[src/rtl/alu_rr_sched.sv]
// Round-robin scheduler that shares one external combinational ALU among NREQ requesters.
// One operation in flight; the answer and flags are registered and returned on a tagged response.
module alu_rr_sched #(
   parameter int NREQ = 2,
   parameter int W    = 16,
   parameter int IDW  = 1
) (
   input  logic              clk,
   input  logic              rst_n,
   input  logic [NREQ-1:0]   req_valid,
   output logic [NREQ-1:0]   req_ready,
   input  logic [4*NREQ-1:0] req_op,
   input  logic [W*NREQ-1:0] req_x,
   input  logic [W*NREQ-1:0] req_y,
   output logic              rsp_valid,
   input  logic              rsp_ready,
   output logic [IDW-1:0]    rsp_id,
   output logic [W-1:0]      rsp_data,
   output logic [2:0]        rsp_flags,
   output logic              rsp_err,
   output logic [W-1:0]      alu_x,
   output logic [W-1:0]      alu_y,
   output logic [3:0]        alu_sel,
   input  logic [W-1:0]      alu_ans,
   input  logic              alu_zero,
   input  logic              alu_neg,
   input  logic              alu_ovf,
   output logic              busy
);

   typedef enum logic [1:0] {IDLE, ISSUE, CAPT, RESP} state_e;

   state_e          state_q;
   logic [IDW-1:0]  rr_q;
   logic [IDW-1:0]  tag_q;
   logic            rsp_valid_q;
   logic [IDW-1:0]  rsp_id_q;
   logic [W-1:0]    rsp_data_q;
   logic [2:0]      rsp_flags_q;
   logic            rsp_err_q;
   logic [W-1:0]    alu_x_q;
   logic [W-1:0]    alu_y_q;
   logic [3:0]      alu_sel_q;

   logic [NREQ-1:0] gnt_d;
   logic [IDW-1:0]  gnt_id_d;
   logic            gnt_any_d;
   logic [IDW-1:0]  rr_d;
   logic [3:0]      sel_op;
   logic [W-1:0]    sel_x;
   logic [W-1:0]    sel_y;
   logic            xfer;

   // First valid requester at or after rr_q, wrapping around.
   always_comb begin
      int idx;
      gnt_d     = '0;
      gnt_id_d  = '0;
      gnt_any_d = 1'b0;
      idx       = 0;
      for (int k = 0; k < NREQ; k++) begin
         idx = int'(rr_q) + k;
         if (idx >= NREQ) idx = idx - NREQ;
         if (!gnt_any_d && req_valid[idx]) begin
            gnt_any_d  = 1'b1;
            gnt_d[idx] = 1'b1;
            gnt_id_d   = IDW'(idx);
         end
      end
   end

   assign req_ready = (rst_n && state_q == IDLE) ? gnt_d : '0;
   assign xfer      = rst_n && (state_q == IDLE) && gnt_any_d;
   assign sel_op    = req_op[4*int'(gnt_id_d) +: 4];
   assign sel_x     = req_x[W*int'(gnt_id_d) +: W];
   assign sel_y     = req_y[W*int'(gnt_id_d) +: W];
   assign rr_d      = (int'(gnt_id_d) == NREQ-1) ? '0 : gnt_id_d + 1'b1;

   always_ff @(posedge clk or negedge rst_n) begin
      if (!rst_n) begin
         state_q     <= IDLE;
         rr_q        <= '0;
         tag_q       <= '0;
         rsp_valid_q <= 1'b0;
         rsp_id_q    <= '0;
         rsp_data_q  <= '0;
         rsp_flags_q <= '0;
         rsp_err_q   <= 1'b0;
         alu_x_q     <= '0;
         alu_y_q     <= '0;
         alu_sel_q   <= '0;
      end else begin
         case (state_q)
            IDLE: begin
               if (xfer) begin
                  tag_q <= gnt_id_d;
                  rr_q  <= rr_d;
                  // Illegal ops bypass the ALU entirely and leave its operands untouched.
                  if (sel_op[3]) begin
                     rsp_id_q    <= gnt_id_d;
                     rsp_data_q  <= '0;
                     rsp_flags_q <= '0;
                     rsp_err_q   <= 1'b1;
                     rsp_valid_q <= 1'b1;
                     state_q     <= RESP;
                  end else begin
                     alu_x_q   <= sel_x;
                     alu_y_q   <= sel_y;
                     alu_sel_q <= sel_op;
                     state_q   <= ISSUE;
                  end
               end
            end
            ISSUE: state_q <= CAPT;
            CAPT: begin
               rsp_data_q  <= alu_ans;
               rsp_flags_q <= {alu_ovf, alu_neg, alu_zero};
               rsp_err_q   <= 1'b0;
               rsp_id_q    <= tag_q;
               rsp_valid_q <= 1'b1;
               state_q     <= RESP;
            end
            RESP: begin
               if (rsp_ready) begin
                  rsp_valid_q <= 1'b0;
                  state_q     <= IDLE;
               end
            end
            default: state_q <= IDLE;
         endcase
      end
   end

   assign rsp_valid = rsp_valid_q;
   assign rsp_id    = rsp_id_q;
   assign rsp_data  = rsp_data_q;
   assign rsp_flags = rsp_flags_q;
   assign rsp_err   = rsp_err_q;
   assign alu_x     = alu_x_q;
   assign alu_y     = alu_y_q;
   assign alu_sel   = alu_sel_q;
   assign busy      = (state_q != IDLE);

endmodule
[config.mk]
export PLATFORM = sky130hd
export DESIGN_NAME = alu_rr_sched
export DESIGN_NICKNAME = d
export VERILOG_FILES = /design/src/rtl/alu_rr_sched.sv
export SDC_FILE = /design/constraint.sdc
export NUM_CORES = 1
export LEC_CHECK = 0
export ABC_CLOCK_PERIOD_IN_PS = 1900
export BUFFER_PORTS_ARGS = -buffer_cell sky130_fd_sc_hd__clkbuf_2
export CORE_MARGIN = 2
export CORE_UTILIZATION = 32
export DETAILED_ROUTE_END_ITERATION = 7
export GPL_ROUTABILITY_DRIVEN = 0
export SYNTH_ARGS = -nofsm -noshare
export SYNTH_HDL_FRONTEND = slang
export SYNTH_SLANG_ARGS = --single-unit
[constraint.sdc]
create_clock -name clk -period 1.9 [get_ports clk]
set_input_delay 0.095 -clock clk [delete_from_list [all_inputs] [get_ports clk]]
set_output_delay 0.095 -clock clk [all_outputs]
set_load 0.005 [all_outputs]
==> results of run 1 <==
[what timing repair did]
item,CTS,global route
hold buffers,20,0
cloned,1,0
gates resized for setup,4,1
endpoints found under the hold margin,24,0
pin swaps,1,1
buffers inserted,2,1
setup endpoints to repair,33,35
[power by group]
group / leakage [nW] / total [mW] / switching (mW) / internal (mW)
clock network: 0.107 / 1.22 / 0.491 / 0.733
registers: 0.757 / 2.22 / 0.316 / 1.91
logic: 1.44 / 2.55 / 1.12 / 1.43
[critical path: stages (launching register included)]
cell      delay [ns]
dfrtp_1         0.40
inv_2           0.09
ha_4            0.15
o211ai_1        0.16
a211oi_4        0.21
buf_4           0.15
buf_12          0.15
mux2_2          0.35
[flip-flops by register name (all words and copies together) (netlist names)]
name       cells
alu_x         16
alu_y         16
rsp_data      16
alu_sel        3
rsp_flags      3
state_q        2
rr_q           1
rsp_err        1
rsp_id         1
rsp_valid      1
tag_q          1
[metal layers]
layer	track usage, %	vias up	part of all wire [%]
met5	0	-	0
met4	7.59	0	2.3
met3	4.07	14	8.1
met2	24.8	112	47
met1	16.4	1140	42
li1	-	1181	-
[cells in the final DEF (no fill, tap or decap), types with 2 or more instances in the layout]
master | netlist | routed
clkbuf_2 | 0 | 154
mux2_2 | 64 | 64
dfrtp_1 | 61 | 61
inv_1 | 25 | 23
nand2_1 | 21 | 21
mux2i_1 | 20 | 20
dlygate4sd3_1 | 0 | 20
clkbuf_8 | 0 | 9
mux2_1 | 8 | 8
buf_4 | 3 | 8
o21ai_0 | 5 | 5
ha_1 | 4 | 3
clkinv_2 | 0 | 3
buf_12 | 0 | 3
inv_2 | 0 | 2
nand3_1 | 2 | 2
a21oi_1 | 2 | 2
o211ai_1 | 2 | 2
clkbuf_1 | 4 | 2
bufinv_16 | 0 | 2
[metrics by stage]
stage                     util [%]  hold WS (ns)  std cells
final                         48.1         0.113        541
after floorplan                  -        -0.201        240
after detailed placement      43.0       -0.0366        501
after global placement        43.0       -0.0384        501
after global routing          48.1         0.112        541
after CTS                     48.0        0.0874        540
[area by class of cell]
| cell class | instances | share of cell area [%] |
|---|---|---|
| Tap cell | 111 | 3.14 |
| Clock inverter | 5 | 1.70 |
| Multi-Input combinational cell | 141 | 30.1 |
| Clock buffer | 11 | 2.97 |
| Sequential cell | 61 | 34.5 |
| Timing Repair Buffer | 187 | 25.4 |
| Inverter | 25 | 2.12 |
[kinds of logic after synthesis]
| logic type | count (synthesis) | synth area share (%) |
|---|---|---|
| flip-flops | 61 | 50.5 |
| AND/OR/NAND/NOR | 28 | 4.31 |
| AO/OA/AOI/OAI | 16 | 4.01 |
| other | 1 | 0.124 |
| multiplexers | 92 | 33.4 |
| buffers and inverters | 38 | 5.96 |
| adder cells (fa/ha/maj) | 4 | 1.66 |
[path summary, 6_finish.rpt]
kind                                          endpoint  slack [ns]  depth (start not counted)                    from
worst min register to register    alu_y[7]$_DFFE_PN0P_        0.48                          1    alu_y[7]$_DFFE_PN0P_
worst min-delay path              alu_y[7]$_DFFE_PN0P_        0.11                          3               req_y[23]
worst max register to register    alu_x[0]$_DFFE_PN0P_        0.12                          7  state_q[1]$_DFFE_PN0P_
min in group asynchronous       state_q[0]$_DFFE_PN0P_        0.20                          2                   rst_n
max in group asynchronous             rr_q$_DFFE_PN0P_        0.71                          3                   rst_n
worst max-delay path              alu_x[0]$_DFFE_PN0P_        0.12                          7  state_q[1]$_DFFE_PN0P_
==> results_dict.tcl, run 1 <==
set metrics [dict create \
    outcome "finished, final reports clean" \
    seq_area_frac_synth_pct 50.5 \
    arrival_ns 1.99 \
    die_y_um 101 \
    io_buffer_count 155 \
    clkTransAtPathRegs_ns 0.07 \
    syn_nets 340 \
    cp-start-kind "register" \
    synth_edf_count 0 \
    drtAntennaViolNets 0 \
    rows 35 \
    clkLatencyLatePin_ns 0.33 \
    grt_first_pass_wirelength_um 11300 \
    numCtsBuffers 9 \
    dp_slack_ns -0.00729 \
    skew_ns 0.00566 \
    multi_input_area_um2 1330 \
    cts_htree_levels 3 \
    ys_seq_elements 61 \
    p_leak_nw 2.31 \
    setup_slack_ns 0.119 \
    placed_cell_area_um2 3950 \
    cts_sinks 61 \
    slew_viol_final 0 \
    synth_cell_types 28 \
    required_ns 2.11 \
    fin_area_um2 4420 \
    ioPinCount 157 \
    die_area_um2 10200 \
    power_density_nw_per_um2 1360 \
    synth_common_cells "64 x mux2_2, 61 x dfrtp_1, 25 x inv_1" \
    tns_ns 0 \
    hold_path_class "input pin to register" \
    synthCells 240 \
    rsz0062_at_grt "no" \
    async_flop_share_pct 100 \
    syn2layout_area_growth_pct 46.3 \
    dieWidth_um 101 \
    netlist_area_um2 3020 \
    cts-root-buf "clkbuf_8" \
    grt_max_degree 57 \
    synth.area.top_cells "dfrtp_1 50%, mux2_2 24%, mux2i_1 6.6%" \
    yosys_warnings 0 \
    num_vias 2447 \
    path_max_fanout 18 \
    drt-initial-drc-count 58 \
    viasPerCell 4.52 \
    peakVddDrop_v 0.000467 \
    drive_gt1_share_pct 59.3 \
    avgSynthCellArea_um2 12.6 \
    synth_top_cell_area_share_pct 50.5 \
    start_util_pct 32.9 \
    cts_buffer_depth 2 \
    core_area_um2 9200 \
    setup_violations 0 \
    worstSetupPathType "register to register" \
    synth_ff_type "dfrtp_1" \
    synth_top_area_cell "dfrtp_1" \
    first_pass_iters 3 \
    yosysMostFrequentCell "mux2_2" \
    cts_tree "yes" \
    fillers 856 \
    drcViolationCount 0 \
    fin_crit_sh_pct 93.7 \
    finalNetCount 525 \
    antenna_found_initial 0 \
    hold_viol 0 \
    n_antenna_cell 0 \
    max_slew_margin_pct 52.0 \
    detail_route.wl_per_cell_um 13.2 \
    dpl.hpwl_um 5120 \
    grt_pass1_vias 2477 \
    grt_overflow_total 0 \
    endpoint_kind "register" \
    maxCapViolations 0 \
    clock.fmax_mhz 561 \
    wirelength_um 7150 \
    seq_area_um2 1530 \
    p_total_mw 6.00 \
    fin_crit_ns 1.78 \
    grt_use_total_pct 14.5 \
    tightest_slew_ns 0.720 \
]
Power figures use the tool's default switching activity.
==> run 2: changes to the inputs <==
--- a/config.mk
+++ b/config.mk
@@ -11,6 +11,7 @@
 export CORE_UTILIZATION = 32
 export DETAILED_ROUTE_END_ITERATION = 7
 export GPL_ROUTABILITY_DRIVEN = 0
+export PLACE_DENSITY = 0.64
 export SYNTH_ARGS = -nofsm -noshare
 export SYNTH_HDL_FRONTEND = slang
 export SYNTH_SLANG_ARGS = --single-unit
==> run 2 against run 1 <==
Routed wire length is 1.3% higher. Total power is 2.9% lower. Global-route usage is 0.53 points lower. Largest cell class unchanged.
==> results_dict.tcl, run 2 (synthesis results as in run 1) <==
set metrics [dict create \
    outcome "finished, final reports clean" \
    peakVddDrop_v 0.000687 \
    crit_path_cell_trace "nand2b_4, and2_4, a211oi_4, buf_6, buf_16, mux2_2" \
    rsz0062_at_grt "no" \
    path_max_fanout 17 \
    timing.hold.ws_ns 0.0245 \
    drcViolationCount 0 \
    antenna_found_initial 0 \
    fin_area_um2 4400 \
    place_inst 501 \
    worstSetupPathType "register to register" \
    syn2layout_area_growth_pct 45.7 \
    hold_viol 0 \
    wirelength_um 7240 \
    fin_crit_sh_pct 94.5 \
    viasPerCell 4.55 \
    finalNetCount 524 \
    cts-root-buf "clkbuf_8" \
    critPathSlowestCell "dfrtp_1" \
    cts_htree_levels 3 \
    fin_crit_ns 1.80 \
    dpl.hpwl_um 5090 \
    detail_route.wl_per_cell_um 13.4 \
    die_area_um2 10200 \
    skew_ns 0.00356 \
    drive_gt1_share_pct 59.3 \
    drtAntennaViolNets 0 \
    cp-start-kind "register" \
    grt_use_total_pct 13.9 \
    num_vias 2450 \
    maxCapViolations 0 \
    core_area_um2 9200 \
    max_slew_margin_pct 48.7 \
    grt_first_pass_wirelength_um 11100 \
    rows 35 \
    tns_ns 0 \
    dieWidth_um 101 \
    grt_overflow_total 0 \
    start_util_pct 32.9 \
    crit_family "flip-flops" \
    p_leak_nw 2.29 \
    worst_path_largest_cell_delay_ns 0.41 \
    endpoint_kind "register" \
    tightest_slew_ns 0.769 \
    numCtsBuffers 9 \
    grt_max_degree 63 \
    io_buffer_count 155 \
    cts_sinks 61 \
    final_common_cell "clkbuf_2" \
    grt_pass1_vias 2399 \
    slew_viol_final 0 \
    clkTransAtPathRegs_ns 0.07 \
    utilization_pct 47.9 \
    die_y_um 101 \
    first_pass_iters 4 \
    rrSetupSlack_ns 0.10 \
    stdcell_count 539 \
    cts_tree "yes" \
    n_antenna_cell 0 \
    power_density_nw_per_um2 1320 \
    drt-initial-drc-count 33 \
    required_ns 2.11 \
    arrival_ns 2.01 \
    clkLatencyLatePin_ns 0.32 \
    clock.fmax_mhz 557 \
    placed_cell_area_um2 3950 \
    final_cell_mix "154 x clkbuf_2, 64 x mux2_2, 61 x dfrtp_1, 23 x inv_1, 21 x nand2_1" \
    worst-path-buf-inv 2 \
    cts_buffer_depth 2 \
    ioPinCount 157 \
    setup_violations 0 \
    hold_path_class "input pin to asynchronous set/reset pin" \
]
run 2: final cells by class:
cell class	instances	area [um^2]
sequential	61	1530
timing repair buffer	186	1130
inverter	25	93.8
clock buffer	14	173
multi-input combinational	141	1330
clock inverter	1	5.00
fill	843	4790
tap	111	139
run 2: layer usage:
metal	GRT usage (%)	part of all wire (%)
met3	3.66	7.1
met1	15.9	39
met4	6.44	1.2
met2	24.4	52
met5	0	0
run 2: per-stage QoR:
stage                     setup WS, ns  total power, mW
after floorplan               0.000691             3.63
after global placement          0.0737             4.64
after detailed placement       -0.0192             4.74
after CTS                       0.0203             5.92
after global routing            0.0349             6.33
final                            0.104             5.82
run 2: power breakdown:
group,internal [mW],switching (mW)
logic,1.44,1.10
clock network,0.573,0.471
registers,1.91,0.331
total,3.92,1.90
run 2: worst paths after layout:
kind                                        start                endpoint  cells after the start
worst max-delay path             rr_q$_DFFE_PN0P_  alu_sel[2]$_DFFE_PN0P_                      6
worst min register to register  tag_q$_DFFE_PN0P_       tag_q$_DFFE_PN0P_                      1
worst min-delay path                        rst_n   rsp_valid$_DFFE_PN0P_                      2
min in group clk                        req_y[20]    alu_y[4]$_DFFE_PN0P_                      3
worst max register to register   rr_q$_DFFE_PN0P_  alu_sel[2]$_DFFE_PN0P_                      6
max in group asynchronous                   rst_n    alu_x[1]$_DFFE_PN0P_                      2
run 2: worst reg2reg max path, cell delays in order (launching register included):
cell and delay, ns:
dfrtp_1 0.41, nand2b_4 0.18, and2_4 0.18, a211oi_4 0.24, buf_6 0.17, buf_16 0.16, mux2_2 0.34
run 2: what timing repair did:
item | CTS | global route
setup buffers | 2 | 0
endpoints found under the setup margin | 23 | 36
pin swaps | 2 | 2
gates resized for setup | 4 | 2
gates cloned | 1 | 1
hold endpoints to repair | 19 | 0
hold buffers | 19 | 0
==> run 3: changes to the inputs <==
--- a/config.mk
+++ b/config.mk
@@ -7,11 +7,13 @@
 export LEC_CHECK = 0
 export ABC_CLOCK_PERIOD_IN_PS = 1900
 export BUFFER_PORTS_ARGS = -buffer_cell sky130_fd_sc_hd__clkbuf_2
+export CELL_PAD_IN_SITES_DETAIL_PLACEMENT = 1
+export CELL_PAD_IN_SITES_GLOBAL_PLACEMENT = 1
 export CORE_MARGIN = 2
-export CORE_UTILIZATION = 32
+export CORE_UTILIZATION = 31
 export DETAILED_ROUTE_END_ITERATION = 7
 export GPL_ROUTABILITY_DRIVEN = 0
-export PLACE_DENSITY = 0.64
+export PLACE_DENSITY = 0.79
 export SYNTH_ARGS = -nofsm -noshare
 export SYNTH_HDL_FRONTEND = slang
 export SYNTH_SLANG_ARGS = --single-unit
==> run 3 against run 2 <==
Critical path depth rose by 2. Clock skew rose by 0.0063 ns. Global-route usage up 1.6 points. First-iteration DRC count down 3.0%. Design area rose by 3.1%. Worst hold slack got worse by 0.021 ns. Sequential share of layout area down 1.0 points. Total power rose by 6.3%. Die area rose by 3.1%. Non-clock buffer count grew 6. Count of clock-buffer cells in the layout is 4 lower. Utilization decreased by 0.79 points. Critical path type unchanged.
==> results_dict.tcl, run 3 (synthesis results as in run 1) <==
set metrics [dict create \
    final_cell_mix "154 x clkbuf_2, 63 x mux2_2, 61 x dfrtp_1, 23 x inv_1, 21 x nand2_1" \
    hold_path_depth 3 \
    rrSetupSlack_ns 0.07 \
    place_inst 524 \
    r2r-end "rsp_err$_DFFE_PN0P_" \
    outcome "finished, final reports clean" \
    arrival_ns 2.04 \
    maxCapViolations 0 \
    antenna_found_initial 0 \
    drcViolationCount 0 \
    start_util_pct 31.4 \
    clkTransAtPathRegs_ns 0.07 \
    drt-initial-drc-count 32 \
    power_density_nw_per_um2 1360 \
    num_vias 2533 \
    worstSetupPathType "register to register" \
    grt_overflow_total 0 \
    first_pass_iters 4 \
    numCtsBuffers 9 \
    cts_buffer_depth 2 \
    die_area_um2 10600 \
    drtAntennaViolNets 0 \
    required_ns 2.11 \
    critPathSlowestCell "dfrtp_1" \
    grt_max_degree 36 \
    io_buffer_count 155 \
    cts_tree "yes" \
    rsz0062_at_grt "yes" \
    dieWidth_um 103 \
    hold_path_class "input pin to register" \
    grt_first_pass_wirelength_um 12500 \
    rr_startpoint "state_q[0]$_DFFE_PN0P_" \
    cp-start-kind "register" \
    crit_cells 8 \
    cts_htree_levels 3 \
    syn2layout_area_growth_pct 50.2 \
    timing.hold.ws_ns 0.00354 \
    slew_viol_final 0 \
    p_total_mw 6.19 \
    fillers 1106 \
    cts-root-buf "clkbuf_8" \
    skew_ns 0.00989 \
    finalNetCount 530 \
    grt_use_total_pct 15.5 \
    clkLatencyLatePin_ns 0.33 \
    hold_viol 0 \
    drive_gt1_share_pct 61.4 \
    holdPathEnd "rsp_data[3]$_DFFE_PN0P_" \
    path_max_fanout 8 \
    crit_path_cell_trace "inv_2, ha_4, buf_6, inv_1, a31o_2, o21ai_4, buf_12, mux2_2" \
    tns_ns 0 \
    p_leak_nw 2.35 \
    fin_crit_sh_pct 96.4 \
    endpoint_kind "register" \
    viasPerCell 4.46 \
    fin_crit_ns 1.83 \
    final_common_cell "clkbuf_2" \
    hp-start "alu_ans[3]" \
    n_antenna_cell 0 \
    ioPinCount 157 \
    reg2reg_depth 8 \
    core_area_um2 9640 \
    stdcell_count 568 \
    grt_pass1_vias 2611 \
    cts_sinks 61 \
    die_y_um 103 \
    peakVddDrop_v 0.000522 \
    setup_violations 0 \
    placed_cell_area_um2 3990 \
    dpl.hpwl_um 6140 \
    worst-path-buf-inv 4 \
    crit_family "buffers and inverters" \
    wirelength_um 8570 \
    detail_route.wl_per_cell_um 15.1 \
    fin_area_um2 4540 \
    rows 36 \
    worst_path_largest_cell_delay_ns 0.40 \
    clock.fmax_mhz 546 \
]
[run 3: cell count changes in the layout (fill, tap and decap cells not counted), sizes merged]
cell | before | now
buf | 12 | 19
clkbuf | 169 | 167
clkinv | 1 | 5
clkinvlp | 0 | 1
dlygate4sd3 | 19 | 16
[run 3: power breakdown]
group          switching [mW]  leakage [nW]  total (mW)  internal [mW]
Combinational            1.27          1.51        2.95           1.69
Sequential              0.336         0.757        2.24           1.91
Clock                   0.524        0.0860       0.994          0.471
[run 3: metal layers]
layer	track usage, %	wire [um]
met3	4.20	649
met4	5.16	104
met5	0	0
met1	17.1	3300
met2	28.8	4520
[run 3: timing repair]
item                                    4_1_cts  5_1_grt
endpoints found under the setup margin       26       57
hold buffers                                 16        0
cloned                                        1        4
endpoints found under the hold margin        45        0
resized for setup                             5        8
pin swaps                                     2        3
buffers inserted                              5        2
[run 3: worst register-to-register path, delay by kind of cell, from the launching register on]
kind / cells / cell delay (ns)
buffers and inverters: 4 / 0.42
DFF: 1 / 0.40
AOI/OAI and AO/OA: 2 / 0.42
adders and majority gates: 1 / 0.14
muxes: 1 / 0.34
[run 3: worst max path at each step]
stage	from	endpoint	slack, ns
floorplan	state_q[0]$_DFFE_PN0P_	alu_y[6]$_DFFE_PN0P_	0.0007
global placement	state_q[0]$_DFFE_PN0P_	rsp_data[10]$_DFFE_PN0P_	0.10
detailed placement	state_q[0]$_DFFE_PN0P_	rsp_data[9]$_DFFE_PN0P_	-0.05
CTS	state_q[0]$_DFFE_PN0P_	alu_x[8]$_DFFE_PN0P_	0.005
global route	state_q[1]$_DFFE_PN0P_	alu_x[15]$_DFFE_PN0P_	-0.02
finish	state_q[0]$_DFFE_PN0P_	rsp_err$_DFFE_PN0P_	0.07
[run 3: stage by stage]
step                      setup WS [ns]  util, %
final                            0.0678     47.1
after global routing            -0.0189     47.1
after CTS                       0.00527     45.6
after detailed placement        -0.0492     41.4
after global placement            0.102     41.4
after floorplan                0.000691        -
[run 3: area by class of cell]
class | instances | area (um^2) | area share (%)
repair buffers | 192 | 1230 | 27.2
inverters | 25 | 93.8 | 2.07
well taps | 133 | 166 | 3.66
multi-input cells | 141 | 1350 | 29.8
clock buffers | 10 | 128 | 2.81
flip-flops and latches | 61 | 1530 | 33.6
clock inverters | 6 | 40.0 | 0.882
